`config.mk`:
```
export PLATFORM = sky130hd
export DESIGN_NAME = seq_divider
export DESIGN_NICKNAME = d
export VERILOG_FILES = /design/src/rtl/seq_divider_pkg.sv /design/src/rtl/div_step.sv /design/src/rtl/seq_divider.sv
export SDC_FILE = /design/constraint.sdc
export NUM_CORES = 1
export LEC_CHECK = 0
export ABC_AREA = 1
export BUFFER_PORTS_ARGS = -buffer_cell sky130_fd_sc_hd__buf_2
export CORE_UTILIZATION = 55
export CTS_BUF_LIST = sky130_fd_sc_hd__clkbuf_8 sky130_fd_sc_hd__clkbuf_16
export DETAILED_ROUTE_END_ITERATION = 6
export PLACE_DENSITY_LB_ADDON = 0.3
export SYNTH_ARGS = -nofsm -noshare
export SYNTH_HDL_FRONTEND = slang
export SYNTH_SLANG_ARGS = --single-unit
```
`constraint.sdc`:
```
create_clock -name clk -period 2.2 [get_ports clk]
set_input_delay 0.33 -clock clk [delete_from_list [all_inputs] [get_ports clk]]
set_output_delay 0.33 -clock clk [all_outputs]
set_load 0.05 [all_outputs]
```
`src/rtl/seq_divider_pkg.sv`:
```
// Shared definitions for the iterative restoring divider.
package seq_divider_pkg;

  // Default operand width; legal range is 2..16.
  localparam int DEF_WIDTH = 4;

  // Controller state encoding.
  typedef enum logic [1:0] {
    ST_IDLE = 2'd0,
    ST_RUN  = 2'd1,
    ST_FIN  = 2'd2
  } state_t;

endpackage

```
`src/rtl/div_step.sv`:
```
// One restoring-division step: shift in the next dividend bit, then try the subtract.
module div_step #(
  parameter int WIDTH = 4
) (
  input  logic [WIDTH:0]   p,
  input  logic             dbit,
  input  logic [WIDTH-1:0] b,
  output logic [WIDTH:0]   p_next,
  output logic             qbit
);

  logic [WIDTH:0] shifted;
  logic [WIDTH:0] trial;

  // The partial remainder is always below the divisor, so its top bit carries
  // no information into the shift.
  logic unused_p_msb;
  assign unused_p_msb = p[WIDTH];

  // Trial subtract; a set MSB is the borrow, meaning the divisor did not fit.
  always_comb begin
    shifted = {p[WIDTH-1:0], dbit};
    trial   = shifted - {1'b0, b};
    qbit    = ~trial[WIDTH];
    p_next  = trial[WIDTH] ? shifted : trial;
  end

endmodule

```
`src/rtl/seq_divider.sv`:
```
// Iterative unsigned restoring divider, one quotient bit per clock, MSB first.
module seq_divider
  import seq_divider_pkg::*;
#(
  parameter int WIDTH = DEF_WIDTH
) (
  input  logic             clk,
  input  logic             rst_n,
  input  logic             start,
  input  logic [WIDTH-1:0] A,
  input  logic [WIDTH-1:0] B,
  output logic             busy,
  output logic             done,
  output logic [WIDTH-1:0] Q,
  output logic [WIDTH-1:0] R,
  output logic             div_by_zero
);

  localparam int CW = (WIDTH > 1) ? $clog2(WIDTH) : 1;

  state_t           state;
  logic [CW-1:0]    cnt;
  logic [WIDTH-1:0] bq;
  logic [WIDTH-1:0] d;
  logic [WIDTH:0]   p;
  logic [WIDTH:0]   p_nxt;
  logic             qbit;
  logic [WIDTH-1:0] d_nxt;

  div_step #(.WIDTH(WIDTH)) u_step (
    .p      (p),
    .dbit   (d[WIDTH-1]),
    .b      (bq),
    .p_next (p_nxt),
    .qbit   (qbit)
  );

  // Dividend register doubles as the quotient: shift left, new quotient bit in at the LSB.
  assign d_nxt = {d[WIDTH-2:0], qbit};

  // Controller, datapath registers and registered outputs.
  always_ff @(posedge clk) begin
    if (!rst_n) begin
      state       <= ST_IDLE;
      cnt         <= '0;
      bq          <= '0;
      d           <= '0;
      p           <= '0;
      busy        <= 1'b0;
      done        <= 1'b0;
      Q           <= '0;
      R           <= '0;
      div_by_zero <= 1'b0;
    end else begin
      done <= 1'b0;
      case (state)
        ST_RUN: begin
          // start is ignored here; a request must wait for the done cycle.
          p <= p_nxt;
          d <= d_nxt;
          if (cnt == '0) begin
            state       <= ST_FIN;
            busy        <= 1'b0;
            done        <= 1'b1;
            Q           <= d_nxt;
            R           <= p_nxt[WIDTH-1:0];
            div_by_zero <= 1'b0;
          end else begin
            cnt <= cnt - 1'b1;
          end
        end
        default: begin
          // IDLE and FIN both accept a request, giving back-to-back operation.
          if (start) begin
            bq <= B;
            d  <= A;
            p  <= '0;
            if (B == '0) begin
              // Zero divisor resolves immediately without entering RUN.
              state       <= ST_FIN;
              done        <= 1'b1;
              Q           <= '1;
              R           <= A;
              div_by_zero <= 1'b1;
            end else begin
              state <= ST_RUN;
              busy  <= 1'b1;
              cnt   <= CW'(WIDTH - 1);
            end
          end else begin
            state <= ST_IDLE;
          end
        end
      endcase
    end
  end

endmodule
```
==> results.md <==
* Critical path required time at around 2.4 ns
* Die area at approximately 2700 sq um
* Initial DRC Count at 29
* TritonCTS buffer count at 3
* First-pass GRT wire length at roughly 4800 um
* Vias in the first global route at 1174
* Filler instances at around 230
* WP depth at 12
* Die H at approximately 52 um
* Syn nets at 216
* Final period util at approximately 86%
* Routed WL at approximately 2800 um
* Diode count at 0
* Most common cell after layout, fill and taps aside: inv_1
* Fmax at 0.530 GHz
* Least-Margin Pin Slew at between 0.3 and 0.4 ns
* Antenna violations before repair at 0
* Core area at about 2300 sq um
* Synth unique cells at 20
* Root Driver: clkbuf_8
* Synth Warn # at 0
* Via/cell ratio at between 5 and 6
* Max cap viols at 0
* Clock sink count at 27
* Nets at about 240
* Drt first pass iters at 4
* CTS-repair resized insts at 0
* Synthesized area per cell at ~7.0 sq um
* Net Sw Power at roughly 400 uW
* Multi-input gate area at about 670 sq um
* Slowest cell on crit path: fa_1
* Crit path top cell by count: nand2_1
* Final hold violations at 0
* CTS tree: yes
* Leak at between 0.8 and 0.9 nW
* Critical path class: flop to flop
* Later-pin clock latency in the skew report at between 0.2 and 0.3 ns
* WL per Instance at approximately 11 um
* VDD IR max at slightly above 0.5 mV
* Clk pwr share at around a quarter
* IO buf count at 21
* Power Dens Cells at around 750 nW/um^2
* Fin Setup TNS at 0 ns
* RSZ-0062 raised after global routing: no
* Delay-heaviest family, CP: simple AND/OR/NAND/NOR gates
* CP Capture Type: flop
* Net Sw Frac at roughly a third
* CP cell instances: inv_1, ha_1, fa_1, inv_1, nand2_1, nand2_1, nand3_1, nand2_1, nand3_1, nand3_1, nand2_1, inv_1
* Worst Path Max Fanout at 6
* Outcome: finished, final reports clean
* Flop pwr share at about 48%
* Share of layout cells above drive strength 1 at 15.0%
* Reg2reg path depth at 12
* Post-Syn Instances at around 200
* Postcts setup bufs at 0
* Clk slew on worst S/H paths at 0.09 ns
* Crit path buf inv count at 3
* Chip width at 52.3 um
* Hold_ws at 0.296 ns
* Layout area overhead at 11.5%
* Top Ports at 22
* Routability cong. at approximately 0.8
* Yosys reg bits at 27
* Mapped Area at about 1400 sq um
* DRC viols at 0
* Layout Skew at around 0.0046 ns
* Pint at approximately 760 uW
* Most frequent cells in the layout: inv_1, nand2_1, nand3_1
* Starting density of the core at approximately three fifths
* Worst Setup Start Kind: flop
* ANT nets after route at 0
* Reg area at between 500 and 600 sq um
* DR vias at 1265
* Post-DP HPWL at between 2000 and 2500 um
* Critical path's largest stage delay at 0.40 ns
* Crit path time final at 1.89 ns
* Register area share after synthesis at between 30% and 40%
* Final Max Tran Viols at 0
* CTS Buffer Depth at 2
* Rows at 17
* Hold path depth at 3
* WP data arrival at 2.11 ns
* Relative slew slack at ~79%
* Type of the worst min-delay path: input port to flop
* Overflow after GRT at 0
* Combinational power share at between 20 and 30%
* Cts hold-fix bufs at 0
* Gr usage total at between 20 and 25%
* Largest net degree at the start of global routing at 20
* H-tree depth at 1
* Final setup fails at 0
## path summary, 6_finish.rpt
kind	endpoint	start	slack, ns
setup / recovery	p[2]	d[3]	0.31
hold / removal	bq[0]	B[0]	0.30
setup reg to reg	p[2]	d[3]	0.31
hold reg to reg	busy	busy	0.47
## flip-flops by register name, indices dropped and copies added, names as in the netlist
signal,flops
cnt,2
p,4
bq,4
done,1
d,4
busy,1
state,2
div_by_zero,1
Q,4
R,4
## power by group through the flow
stage | Sequential (mW) | Combinational, mW | Clock, mW
floorplan | 0.626 | 0.197 | 0
global placement | 0.565 | 0.312 | 0
detailed placement | 0.567 | 0.324 | 0
CTS | 0.556 | 0.325 | 0.288
global route | 0.561 | 0.368 | 0.297
finish | 0.555 | 0.325 | 0.279
## synthesized netlist by cell type
library cell	n	area share, %
nand2_1	34	9.2
ha_1	5	4.5
buf_2	3	1.1
nand3_4	1	1.3
nor2_8	1	1.4
nand2_2	4	1.8
o21ai_0	15	5.4
dfxtp_1	27	39
nor2_1	17	4.6
nand3_1	28	10
fa_1	1	1.4
a21oi_1	11	3.9
nor2_4	1	0.81
o21ai_1	4	1.4
o211ai_1	1	0.54
inv_1	41	11
a31oi_1	2	0.90
inv_4	1	0.45
buf_6	1	0.81
xnor2_1	1	0.63
## layer usage
layer  up-vias  global-route usage [%]  wire length (um)
met5         -                       0                 0
li1        669                       -                 -
met4         0                    10.5                36
met3         4                    2.61                59
met1       577                    29.2              1240
met2        15                    42.6              1440
## cell type report
class                           count  area share [%]
Multi-Input combinational cell    126            42.9
Sequential cell                    27            34.8
Inverter                           42            10.3
Timing Repair Buffer               21            6.76
Clock buffer                        3            2.66
Tap cell                           28            2.25
Clock inverter                      1           0.322
## logic make-up after synthesis
| logic type | after synthesis | synth area share, % |
|---|---|---|
| adder cells (fa/ha/maj) | 6 | 5.92 |
| XOR/XNOR | 1 | 0.628 |
| AND/OR/NAND/NOR | 86 | 29.1 |
| buffers and inverters | 46 | 13.4 |
| flip-flops | 27 | 38.8 |
| AO/OA/AOI/OAI | 33 | 12.2 |
## worst reg2reg max path: stages, from the launching register on
cell,delay (ns)
dfxtp_1,0.35
inv_1,0.05
ha_1,0.20
fa_1,0.40
inv_1,0.09
nand2_1,0.05
nand2_1,0.08
nand3_1,0.08
nand2_1,0.18
nand3_1,0.13
nand3_1,0.11
nand2_1,0.05
inv_1,0.06
## through the flow
| step | std cells | cell area (sq um) | setup slack (ns) | total power [mW] | utilization (%) |
|---|---|---|---|---|---|
| global placement | 244 | 1510 | 0.452 | 0.878 | 65.6 |
| finish | 248 | 1550 | 0.313 | 1.16 | 67.6 |
| floorplan | 199 | 1390 | 0.554 | 0.823 | - |
| detailed placement | 244 | 1510 | 0.342 | 0.891 | 65.6 |
| CTS | 248 | 1550 | 0.320 | 1.17 | 67.6 |
| global route | 248 | 1550 | 0.138 | 1.23 | 67.6 |
Note: power is estimated with default switching activity, not from simulation.
